### src/rtl/seq_divider_16by8_if.sv
// ============================================================================
//  Module      : seq_divider_16by8_if
//  Description : Start/busy/done handshake and operand/result bundle for the
//                16-by-8 sequential unsigned divider.
//  Revision    : 1.0 - initial release
// ============================================================================
`timescale 1ns/1ps
`default_nettype none

interface seq_divider_16by8_if;
   logic        start;
   logic [15:0] dividend;
   logic [7:0]  divisor;
   logic        busy;
   logic        done;
   logic [15:0] quotient;
   logic [7:0]  remainder;
   logic        div_by_zero;

   // Controller side: issues operations and consumes results.
   modport master (
      output start, dividend, divisor,
      input  busy, done, quotient, remainder, div_by_zero
   );

   // Divider side.
   modport slave (
      input  start, dividend, divisor,
      output busy, done, quotient, remainder, div_by_zero
   );
endinterface

`default_nettype wire

### src/rtl/seq_divider_16by8.sv
// ============================================================================
//  Module      : seq_divider_16by8
//  Description : Restoring unsigned divider, 16-bit dividend by 8-bit divisor,
//                one quotient bit per clock (17-cycle latency). Divide by zero
//                short-circuits to a one-cycle result flagged by div_by_zero.
//  Revision    : 1.0 - initial release
// ============================================================================
`timescale 1ns/1ps
`default_nettype none

module seq_divider_16by8 (
   input logic                 clk,
   input logic                 rst_n,
   seq_divider_16by8_if.slave  bus
);

   typedef enum logic [1:0] {
      S_IDLE = 2'd0,
      S_RUN  = 2'd1,
      S_DONE = 2'd2
   } state_t;

   localparam logic [3:0] c_LAST_ITER = 4'd15;

   state_t      r_state;
   state_t      w_state_next;

   logic [7:0]  r_divisor;
   logic [15:0] r_sr;
   logic [8:0]  r_pr;
   logic [3:0]  r_cnt;
   logic [15:0] r_quotient;
   logic [7:0]  r_remainder;
   logic        r_dbz;
   logic        r_busy;
   logic        r_done;

   logic        w_accept;
   logic        w_div_zero;
   logic        w_last;
   logic [8:0]  w_pr_shift;
   logic        w_q_bit;
   logic [8:0]  w_pr_next;
   logic [15:0] w_sr_next;

   // A new request is taken whenever the divider is not iterating.
   assign w_accept   = bus.start && (r_state != S_RUN);
   assign w_div_zero = (bus.divisor == 8'd0);
   assign w_last     = (r_cnt == c_LAST_ITER);

   // One restoring step: bring in the next dividend bit, trial-subtract.
   assign w_pr_shift = {r_pr[7:0], r_sr[15]};
   assign w_q_bit    = (w_pr_shift >= {1'b0, r_divisor});
   assign w_pr_next  = w_q_bit ? (w_pr_shift - {1'b0, r_divisor}) : w_pr_shift;
   assign w_sr_next  = {r_sr[14:0], w_q_bit};

   // State register.
   always_ff @(posedge clk or negedge rst_n) begin
      if (!rst_n) begin
         r_state <= S_IDLE;
      end else begin
         r_state <= w_state_next;
      end
   end

   // Next-state logic; DONE accepts a start exactly like IDLE.
   always_comb begin
      w_state_next = r_state;
      case (r_state)
         S_IDLE, S_DONE: begin
            if (w_accept) begin
               w_state_next = w_div_zero ? S_DONE : S_RUN;
            end else begin
               w_state_next = S_IDLE;
            end
         end
         S_RUN: begin
            if (w_last) begin
               w_state_next = S_DONE;
            end
         end
         default: w_state_next = S_IDLE;
      endcase
   end

   // Handshake flags registered from the next state so outputs come from flops.
   always_ff @(posedge clk or negedge rst_n) begin
      if (!rst_n) begin
         r_busy <= 1'b0;
         r_done <= 1'b0;
      end else begin
         r_busy <= (w_state_next == S_RUN);
         r_done <= (w_state_next == S_DONE);
      end
   end

   // Iteration datapath: operand capture on accept, one shift/subtract per RUN cycle.
   always_ff @(posedge clk or negedge rst_n) begin
      if (!rst_n) begin
         r_divisor <= 8'd0;
         r_sr      <= 16'd0;
         r_pr      <= 9'd0;
         r_cnt     <= 4'd0;
      end else if (r_state == S_RUN) begin
         r_sr  <= w_sr_next;
         r_pr  <= w_pr_next;
         r_cnt <= r_cnt + 4'd1;
      end else if (w_accept && !w_div_zero) begin
         r_divisor <= bus.divisor;
         r_sr      <= bus.dividend;
         r_pr      <= 9'd0;
         r_cnt     <= 4'd0;
      end
   end

   // Result registers change only on entry to DONE and hold otherwise.
   always_ff @(posedge clk or negedge rst_n) begin
      if (!rst_n) begin
         r_quotient  <= 16'd0;
         r_remainder <= 8'd0;
         r_dbz       <= 1'b0;
      end else if ((r_state == S_RUN) && w_last) begin
         r_quotient  <= w_sr_next;
         r_remainder <= w_pr_next[7:0];
         r_dbz       <= 1'b0;
      end else if (w_accept && w_div_zero) begin
         r_quotient  <= 16'hFFFF;
         r_remainder <= bus.dividend[7:0];
         r_dbz       <= 1'b1;
      end
   end

   assign bus.busy        = r_busy;
   assign bus.done        = r_done;
   assign bus.quotient    = r_quotient;
   assign bus.remainder   = r_remainder;
   assign bus.div_by_zero = r_dbz;

endmodule

`default_nettype wire

### src/flat_wrapper.sv
// flat-port wrapper written by rule: the top's interface ports become plain ports
module seq_divider_16by8_flat 
  (clk, rst_n, bus_start, bus_dividend, bus_divisor, bus_busy, bus_done, bus_quotient, bus_remainder, bus_div_by_zero);
  seq_divider_16by8_if bus_i ();
  input logic clk;
  input logic rst_n;
  input wire logic [$bits(bus_i.start)-1:0] bus_start;
  input wire logic [$bits(bus_i.dividend)-1:0] bus_dividend;
  input wire logic [$bits(bus_i.divisor)-1:0] bus_divisor;
  output wire logic [$bits(bus_i.busy)-1:0] bus_busy;
  output wire logic [$bits(bus_i.done)-1:0] bus_done;
  output wire logic [$bits(bus_i.quotient)-1:0] bus_quotient;
  output wire logic [$bits(bus_i.remainder)-1:0] bus_remainder;
  output wire logic [$bits(bus_i.div_by_zero)-1:0] bus_div_by_zero;
  assign bus_i.start = bus_start;
  assign bus_i.dividend = bus_dividend;
  assign bus_i.divisor = bus_divisor;
  assign bus_busy = bus_i.busy;
  assign bus_done = bus_i.done;
  assign bus_quotient = bus_i.quotient;
  assign bus_remainder = bus_i.remainder;
  assign bus_div_by_zero = bus_i.div_by_zero;
  seq_divider_16by8 u_core (.clk(clk), .rst_n(rst_n), .bus(bus_i));
endmodule
### config.mk
export PLATFORM = sky130hd
export DESIGN_NAME = seq_divider_16by8_flat
export DESIGN_NICKNAME = d
export VERILOG_FILES = /design/src/rtl/seq_divider_16by8_if.sv /design/src/rtl/seq_divider_16by8.sv /design/src/flat_wrapper.sv
export SDC_FILE = /design/constraint.sdc
export NUM_CORES = 1
export LEC_CHECK = 0
export ABC_AREA = 1
export CORE_MARGIN = 2
export CORE_UTILIZATION = 35
export CTS_CLUSTER_DIAMETER = 120
export DETAILED_ROUTE_END_ITERATION = 10
export GPL_TIMING_DRIVEN = 1
export HOLD_SLACK_MARGIN = 0.03
export PLACE_DENSITY = 0.57
export SETUP_SLACK_MARGIN = 0.4
export SYNTH_ARGS = -nofsm -noshare
export SYNTH_HDL_FRONTEND = slang
export SYNTH_SLANG_ARGS = --single-unit
### constraint.sdc
create_clock -name clk -period 2.1 [get_ports clk]
set_input_delay 0.21 -clock clk [delete_from_list [all_inputs] [get_ports clk]]
set_output_delay 0.21 -clock clk [all_outputs]
set_load 0.02 [all_outputs]
# ---- After elaboration in Yosys (flattened, before gate mapping)
# Index checks and enable logic that the tools add are counted.
dict set report classes {
  bitwise_logic 1
  muxes 17
  magnitude_cmp 1
  reduce_logical 11
  addsub 2
  eq_ne 6
}
# cell count
set ops {}
lappend ops {{16-bit 2-to-1 mux} 4}
lappend ops {{8-bit 2-to-1 mux} 5}
lappend ops {{9-bit by 8-bit greater-or-equal comparator with 1-bit output} 1}
lappend ops {{8-bit logical NOT} 1}
lappend ops {{4-bit 2-to-1 mux} 2}
lappend ops {{8-bit subtractor} 1}
lappend ops {{2-bit 2-to-1 mux} 3}
lappend ops {{4-bit by 1-bit adder with 4-bit output, second input constant} 1}
lappend ops {{2-bit by 1-bit equality test with 1-bit output, second input constant} 2}
lappend ops {{2-bit equality test, second input constant} 2}
lappend ops {{4-bit equality test, second input constant} 1}
lappend ops {{1-bit logical AND} 4}
lappend ops {{2-bit case mux with 2 select lines} 1}
lappend ops {{2-bit nonzero test} 2}
lappend ops {{2-bit logical NOT} 1}
lappend ops {{1-bit 2-to-1 mux} 2}
lappend ops {{2-bit by 1-bit inequality test with 1-bit output, second input constant} 1}
lappend ops {{2-bit AND reduction} 1}
lappend ops {{2-bit OR reduction} 1}
lappend ops {{1-bit logical NOT} 1}
lappend ops {{1-bit NOT} 1}
dict set report word_totals {
  word_cells 48
  reg_bits 65
  out_inout_bits 27
  in_bits 27
}

# ---- Logic depth before layout (Yosys ltp)
# Gate-level depths: netlist of the first run.
dict set report depth {
  ltp_word 5
  mapped_depth 13
  ltp_nobuf 13
}

# ---- Worst setup path after synthesis of the first run
# No wires, ideal clock.
dict set report synth_timing {
  path_type {flip-flop to flip-flop}
  from {reg u_core.r_sr[15]}
  to {reg u_core.r_remainder[4], in the netlist u_core.bus.remainder[4]}
  path_buffers 0
  t_required_ps 1987
  synth_period_minus_slack_ps 1658
  path_stages_with_launch 12
  arrival_ps 1545
  setup_ps 113
  slack_ps 442
  cell_sequence {dfrtp_1 inv_1 ha_1 inv_1 fa_1 nand3_1 nand3_1 xor2_1 nand2_1 nand3_1 nand2_1 inv_1}
}
dict set report synth_between {
  elab_chain_cells 3
  word_cells_on_any_way 4
  classes_between {1 x add/sub; 1 x order compare; 2 x mux}
}
# element line_no
set synth_rtl {}
lappend synth_rtl {{start, declared} seq_divider_16by8.sv:29} ;# logic [15:0] r_sr;
lappend synth_rtl {{start signal, assigned} seq_divider_16by8.sv:105} ;# r_sr <= w_sr_next;
lappend synth_rtl {{start signal, assigned} seq_divider_16by8.sv:110} ;# r_sr <= bus.dividend;
lappend synth_rtl {{8-bit subtractor / 9-bit by 8-bit greater-or-equal comparator with 1-bit output (equally long branches)} {seq_divider_16by8.sv:54, seq_divider_16by8.sv:53}}
lappend synth_rtl {{8-bit 2-to-1 mux (*)} seq_divider_16by8.sv:54} ;# assign w_pr_next = w_q_bit ? (w_pr_shift - {1'b0, r_divisor}) : w_pr_shift;
lappend synth_rtl {{8-bit 2-to-1 mux (*)} seq_divider_16by8.sv:122} ;# end else if ((r_state == S_RUN) && w_last) begin
lappend synth_rtl {{end signal, assigned} seq_divider_16by8.sv:124} ;# r_remainder <= w_pr_next[7:0];
lappend synth_rtl {{end signal, assigned} seq_divider_16by8.sv:128} ;# r_remainder <= bus.dividend[7:0];
lappend synth_rtl {{end, declared} seq_divider_16by8.sv:33} ;# logic [7:0] r_remainder;
# Every way passes the cells marked *; elsewhere a longest branch is shown, timed or not.
# A chain may end at the register's enable or synchronous reset.

# ---- Worst setup path in the final report of the first run
dict set report layout_timing {
  from {reg u_core.r_sr[15]}
  to {reg u_core.r_pr[4]}
}
dict set report layout_between {
  elab_chain_cells 3
  word_cells_on_any_way 4
  classes_between {1 x add/sub; 1 x order compare; 2 x mux}
}
# element line_no
set layout_rtl {}
lappend layout_rtl {{8-bit subtractor / 9-bit by 8-bit greater-or-equal comparator with 1-bit output (equally long branches)} {seq_divider_16by8.sv:54, seq_divider_16by8.sv:53}}
lappend layout_rtl {{8-bit 2-to-1 mux (*)} seq_divider_16by8.sv:54}
lappend layout_rtl {{8-bit 2-to-1 mux (*)} seq_divider_16by8.sv:104} ;# end else if (r_state == S_RUN) begin
lappend layout_rtl {{end signal, assigned} seq_divider_16by8.sv:106} ;# r_pr <= w_pr_next;
lappend layout_rtl {{end, declared} seq_divider_16by8.sv:30} ;# logic [8:0] r_pr;
# Marks and branches as above.

==> impl_metrics.py, run 1 <==
metrics = {
    "sta": {
        "setup_violations": 0,
        "tns_ps": 0,
        "post-route-period-util_pct": 83.5,
        "timing.fmax_ghz": 0.570,
        "hold_viol": 0,
        "final-max-slew-violation-count": 0,
        "worstMarginPinSlew_ps": 547,
        "min_period_ps": 1750,
        "skew_ps": 8.98,
        "rsz0062_at_grt": "yes",
        "maxSlewHeadroom_pct": 63.5,
    },
    "layout": {
        "utilization_pct": 52.9,
        "layout-drive-gt1-share_pct": 30.1,
        "syn_to_final_growth_pct": 47.0,
        "diodes": 0,
        "layout.nets": 540,
    },
    "worst_setup_path": {
        "cp.arrival_ps": 2020,
        "cp-start-kind": "flop",
        "crit_top_cell": "nand2_1",
        "critPathMaxFanout": 3,
        "crit_chain": "inv_2, ha_4, inv_2, fa_2, nand3_2, nand3_2, xor2_2, nand2_2, nand2_1, nand2_1, nand2_1",
        "worstSetupEndpointType": "flop",
        "cp.required_ps": 2370,
        "slowest_stage": "dfrtp_1",
        "critPathMaxStageDelay_ps": 400,
        "path_class": "reg2reg",
    },
    "synthesis": {
        "synth_common_cells": "nand2_1 (117), dfrtp_1 (65), inv_1 (47), nor2_1 (47), nand3_1 (29)",
        "synth_edf_count": 0,
        "avgSynthCellArea_um2": 8.01,
        "async_flop_share_pct": 100,
        "syn_area_mm2": 0.00333,
        "synth_area_leaders": "dfrtp_1 (49%), nand2_1 (13%), inv_1 (5.3%)",
        "ys_seq_elements": 65,
        "ys.flop_type": "dfrtp_1",
        "synth_most_common_cell": "nand2_1",
        "synthCells": 415,
        "yosysTopAreaCell": "dfrtp_1",
        "ys_seq_area_share_pct": 48.9,
        "synth.top_cell.area_share_pct": 48.9,
        "synth_warnings": 0,
        "syn_nets": 452,
        "synth_cell_types": 31,
    },
    "routing": {
        "vias_per_cell": 4.92,
        "drtIter0Drc": 167,
        "dr.pass1.iters": 4,
        "wl_um": 9970,
        "drc": 0,
        "dr_total_vias": 3137,
        "drtAntennaViolNets": 0,
        "wl_per_cell_um": 15.7,
    },
    "clock_tree": {
        "cts_tree": "done",
        "cts.sinks": 65,
        "path_clk_slew_ps": 80,
        "cts_inserted_buffers": 9,
        "clockRootBuffer": "clkbuf_8",
        "clk_latency_ps": 340,
        "clk_path_buf_depth": 2,
        "h-tree-depth": 3,
    },
    "power_and_ir_drop": {
        "p_leak_uw": 0.00226,
        "total_power_uw": 9080,
        "ir_drop_mv": 0.589,
        "cellPowerDensity_mw_per_mm2": 1860,
    },
    "worst_hold_path": {
        "min_path_type": "in2async",
    },
    "floorplanning": {
        "die-height_um": 101,
        "die_area_mm2": 0.0103,
        "io_pins": 54,
        "rows": 35,
        "core_mm2": 0.00924,
        "start_util_pct": 36.0,
        "die_w_um": 101,
    },
    "flow_run": {
        "maxCapViolations": 0,
    },
    "global_route": {
        "gr-total-overflow": 0,
        "grt_pass1_wl_um": 15400,
        "antenna_found_initial": 0,
        "grt_pass1_vias": 3041,
        "grt_use_total_pct": 19.8,
        "grt_max_degree": 31,
    },
    "place": {
        "port_buffers": 53,
        "place_hpwl_um": 6400,
        "gp_congestion": 0.832,
    },
    "run_status": {
        "status": "finished, final reports clean",
    },
}
[registers in the layout, summed over array words and instances (netlist names)]
signal / flops
u_core.bus.quotient: 16
u_core.r_sr: 16
u_core.bus.remainder: 8
u_core.r_divisor: 8
u_core.r_pr: 8
u_core.r_cnt: 4
u_core.r_state: 2
u_core.bus.busy: 1
u_core.bus.div_by_zero: 1
u_core.bus.done: 1
[logic make-up (layout without fill, tap and decap cells)]
family	after synthesis	count (layout)	synth area share (%)
buf+inv	66	157	8.35
xor+xnor	3	3	0.790
compound gates	60	60	10.6
simple gates	211	213	27.4
flops	65	65	48.9
fa+ha+maj	10	10	3.99
[timing repair]
item / CTS / global route
gates cloned: 2 / 0
buffers inserted: 20 / 4
setup endpoints to repair: 41 / 44
hold buffers: 1 / 0
gates resized for setup: 54 / 59
pin swaps: 24 / 14
endpoints found under the hold margin: 18 / 0
[final cells by class]
type / count / area [um2]
inverter: 53 / 209
multi-input combinational: 286 / 1840
tap: 129 / 161
fill: 841 / 4350
sequential: 65 / 1630
clock inverter: 6 / 90.1
timing repair buffer: 88 / 818
clock buffer: 10 / 138
[placed cells by master, fill, tap and decap left out, types with 2 or more instances in the layout]
cell type	synthesis	final
inv_4	1	2
nor2_4	1	7
nand2_1	117	87
a211oi_1	7	7
nand4_1	4	4
inv_2	5	17
nor2_1	47	41
nand2_2	0	25
nand2_4	2	7
o21ai_0	15	14
o211ai_1	6	6
bufinv_16	0	2
inv_6	0	2
nor3_1	7	7
o21ai_1	8	8
buf_6	2	4
a21oi_1	20	20
nand3_2	1	13
xor2_2	0	2
o22ai_2	1	2
inv_1	47	33
clkbuf_8	0	10
nand3_4	0	6
nand3_1	29	12
clkdlybuf4s50_1	0	52
dfrtp_1	65	60
nor2_8	2	2
dfrtp_2	0	5
ha_4	0	8
buf_4	2	29
nor2_2	1	2
[per-layer routing]
metal,global-route usage (%),wire (um),vias to the layer above,share of wire (%)
met5,0,0,-,0
met4,8.00,305,0,3.1
met2,30.9,4650,111,47
li1,-,-,1505,-
met3,2.97,571,24,5.7
met1,27.6,4440,1497,45
[stage by stage]
step | instance area, um2 | cells | setup slack, ps | hold slack (ps)
floorplan | 3330 | 415 | 442 | -85.6
global placement | 4020 | 594 | 10.8 | 224
detailed placement | 4020 | 594 | 8.28 | 225
CTS | 4640 | 633 | 334 | 389
global route | 4890 | 637 | 260 | 419
finish | 4890 | 637 | 346 | 384
[worst paths after layout]
kind                       slack [ps]              startpoint  depth (start not counted)                     end
setup / recovery                  350         u_core.r_sr[15]                         11          u_core.r_pr[4]
hold / removal                    380                   rst_n                          2          u_core.r_pr[6]
setup reg to reg                  350         u_core.r_sr[15]                         11          u_core.r_pr[4]
hold reg to reg                   490  u_core.bus.div_by_zero                          2  u_core.bus.div_by_zero
max in group asynchronous        1050                   rst_n                          3       u_core.r_state[1]
min in group clk                  470          bus_divisor[6]                          3     u_core.r_divisor[6]
[report_power, final]
| group | internal [uW] | switching (uW) |
|---|---|---|
| clock | 706 | 539 |
| combinational | 2400 | 3270 |
| sequential | 1810 | 345 |
[worst max-delay path, delay by kind of cell, from the launching register on]
kind                     cells  cell delay (ps)
flip-flops                   1              400
XOR/XNOR                     1              190
AND/OR/NAND/NOR              6              460
buffers and inverters        2              120
adder cells (fa/ha/maj)      2              520
Note: power is estimated with default switching activity, not from simulation.
==> inputs of run 2 (changes only) <==
--- a/config.mk
+++ b/config.mk
@@ -12,7 +12,7 @@
 export DETAILED_ROUTE_END_ITERATION = 10
 export GPL_TIMING_DRIVEN = 1
 export HOLD_SLACK_MARGIN = 0.03
-export PLACE_DENSITY = 0.57
+export PLACE_DENSITY = 0.59
 export SETUP_SLACK_MARGIN = 0.4
 export SYNTH_ARGS = -nofsm -noshare
 export SYNTH_HDL_FRONTEND = slang
==> constraint.sdc (replaced) <==
create_clock -name clk -period 1.4 [get_ports clk]
set_input_delay 0.14 -clock clk [delete_from_list [all_inputs] [get_ports clk]]
set_output_delay 0.14 -clock clk [all_outputs]
set_load 0.02 [all_outputs]
==> run 2 against run 1 <==
Highest routed layer unchanged. The run now ends with negative setup slack left. Critical endpoint is now u_core.bus.remainder[1]. Core utilization grew 13 points. Sequential share of layout area shrank 6.6 points. Largest cell class unchanged. Worst hold slack lost 87 ps. Die area is the same.
==> impl_metrics.py, run 2 (synthesis results as in run 1) <==
metrics = {
    "sta": {
        "fin_ws_ps": -337,
        "timing.fmax_ghz": 0.576,
        "final-max-slew-violation-count": 0,
        "setup_violations": 41,
        "maxSlewHeadroom_pct": 75.5,
        "rsz0062_at_grt": "yes",
        "worstMarginPinSlew_ps": 368,
        "holdWs_ps": 298,
        "hold_viol": 0,
        "post-route-period-util_pct": 124,
        "skew_ps": 11.5,
        "min_period_ps": 1740,
    },
    "place": {
        "dp_cells": 639,
        "placed_cell_area_mm2": 0.00459,
        "gp_congestion": 0.849,
        "place_hpwl_um": 6770,
        "port_buffers": 53,
    },
    "worst_setup_path": {
        "worstSetupEndpointType": "flop",
        "cp.required_ps": 1630,
        "cp-start-kind": "flop",
        "cp.arrival_ps": 1970,
        "path_class": "reg2reg",
        "critPathMaxFanout": 5,
    },
    "layout": {
        "diodes": 0,
        "layout-drive-gt1-share_pct": 52.8,
        "finalNonFillerCells": 712,
        "syn_to_final_growth_pct": 82.9,
        "final_common_cell": "nand2_1",
        "design_area_mm2": 0.00608,
        "layout.nets": 615,
        "utilization_pct": 65.8,
        "mostFrequentLayoutCells": "nand2_1 (85), buf_4 (81), dfrtp_1 (63)",
    },
    "global_route": {
        "grt_pass1_vias": 3492,
        "grt_max_degree": 66,
        "grt_pass1_wl_um": 17400,
        "antenna_found_initial": 0,
        "gr-total-overflow": 0,
        "grt_use_total_pct": 22.3,
    },
    "floorplanning": {
        "die-height_um": 101,
        "core_mm2": 0.00924,
        "die_area_mm2": 0.0103,
        "rows": 35,
        "io_pins": 54,
        "start_util_pct": 36.0,
        "die_w_um": 101,
    },
    "routing": {
        "drtAntennaViolNets": 0,
        "drtIter0Drc": 182,
        "dr.pass1.iters": 4,
        "wl_per_cell_um": 16.2,
        "dr_total_vias": 3526,
        "drc": 0,
        "vias_per_cell": 4.95,
        "wl_um": 11500,
    },
    "power_and_ir_drop": {
        "cellPowerDensity_mw_per_mm2": 2570,
        "total_power_uw": 15600,
        "ir_drop_mv": 1.51,
        "p_leak_uw": 0.00286,
    },
    "clock_tree": {
        "cts_tree": "done",
        "h-tree-depth": 3,
        "cts.sinks": 65,
        "clockRootBuffer": "clkbuf_8",
        "cts_inserted_buffers": 9,
        "path_clk_slew_ps": 80,
        "clk_latency_ps": 360,
        "clk_path_buf_depth": 2,
    },
    "worst_hold_path": {
        "min_path_type": "in2async",
    },
    "flow_run": {
        "maxCapViolations": 0,
    },
    "run_status": {
        "violations": "negative setup slack",
        "status": "complete, but fails checks",
    },
}
[run 2: cell count changes in the layout (fill, tap and decap cells not counted), sizes merged]
cell	change
buf	+98
clkbuf	+3
nor2	-1
bufbuf	+1
inv	+1
clkdlybuf4s50	-27
[run 2: area by class of cell]
type                       count  area (um2)
tap                          129         161
sequential                    65        1630
multi-input combinational    285        2150
inverter                      53         226
clock buffer                  10         138
timing repair buffer         163        1680
timing repair inverter         1        8.76
fill                         692        3160
clock inverter                 6        90.1
[run 2: final timing paths]
check | endpoint | start | slack (ps) | cells past startpoint
max | u_core.bus.remainder[1] | u_core.r_pr[2] | -340 | 11
min | u_core.r_divisor[7] | rst_n | 300 | 3
max reg2reg | u_core.bus.remainder[1] | u_core.r_pr[2] | -340 | 11
min reg2reg | u_core.bus.quotient[7] | u_core.r_sr[6] | 530 | 2
max in group asynchronous | u_core.r_pr[5] | rst_n | 750 | 3
min in group clk | u_core.r_sr[15] | bus_dividend[15] | 470 | 3
[run 2: power by group]
group	switching, uW	internal (uW)
Combinational	5400	5030
Clock	833	1060
Sequential	608	2710
[run 2: per-stage QoR]
step                      setup TNS [ps]  setup WS (ps)
after floorplan                    -2970           -177
after global placement            -15570           -411
after detailed placement          -15080           -415
after CTS                          -4690           -295
after global routing               -9710           -435
final                              -5560           -337
[run 2: what timing repair did]
action | 4_1_cts | 5_1_grt
resized for setup | 297 | 49
setup endpoints to repair | 92 | 92
buffers inserted | 24 | 23
hold buffers | 1 | 0
hold endpoints to repair | 65 | 0
gates cloned | 6 | 3
pin swaps | 30 | 23
[run 2: layer usage]
layer / up-vias / share of wire, % / GRT usage [%]
li1: 1663 / - / -
met1: 1729 / 42 / 28.9
met2: 98 / 50 / 36.8
met3: 36 / 4.5 / 5.66
met4: 0 / 3.3 / 6.86
met5: - / 0 / 0
[run 2: worst max-delay path, cell delays in order (launching register included)]
cell and delay [ps]:
dfrtp_1 430, ha_4 310, nand2_1 60, nor2_2 130, inv_2 60, nor2_4 130
nor2_2 50, buf_6 130, nand3_2 90, nand3_2 80, nand2_1 70, nand2_1 70
==> inputs of run 3 (changes only) <==
--- a/config.mk
+++ b/config.mk
@@ -8,7 +8,6 @@
 export ABC_AREA = 1
 export CORE_MARGIN = 2
 export CORE_UTILIZATION = 35
-export CTS_CLUSTER_DIAMETER = 120
 export DETAILED_ROUTE_END_ITERATION = 10
 export GPL_TIMING_DRIVEN = 1
 export HOLD_SLACK_MARGIN = 0.03
==> results of run 3 <==
No change in the layout: final DEF, timing and power equal those of run 2.
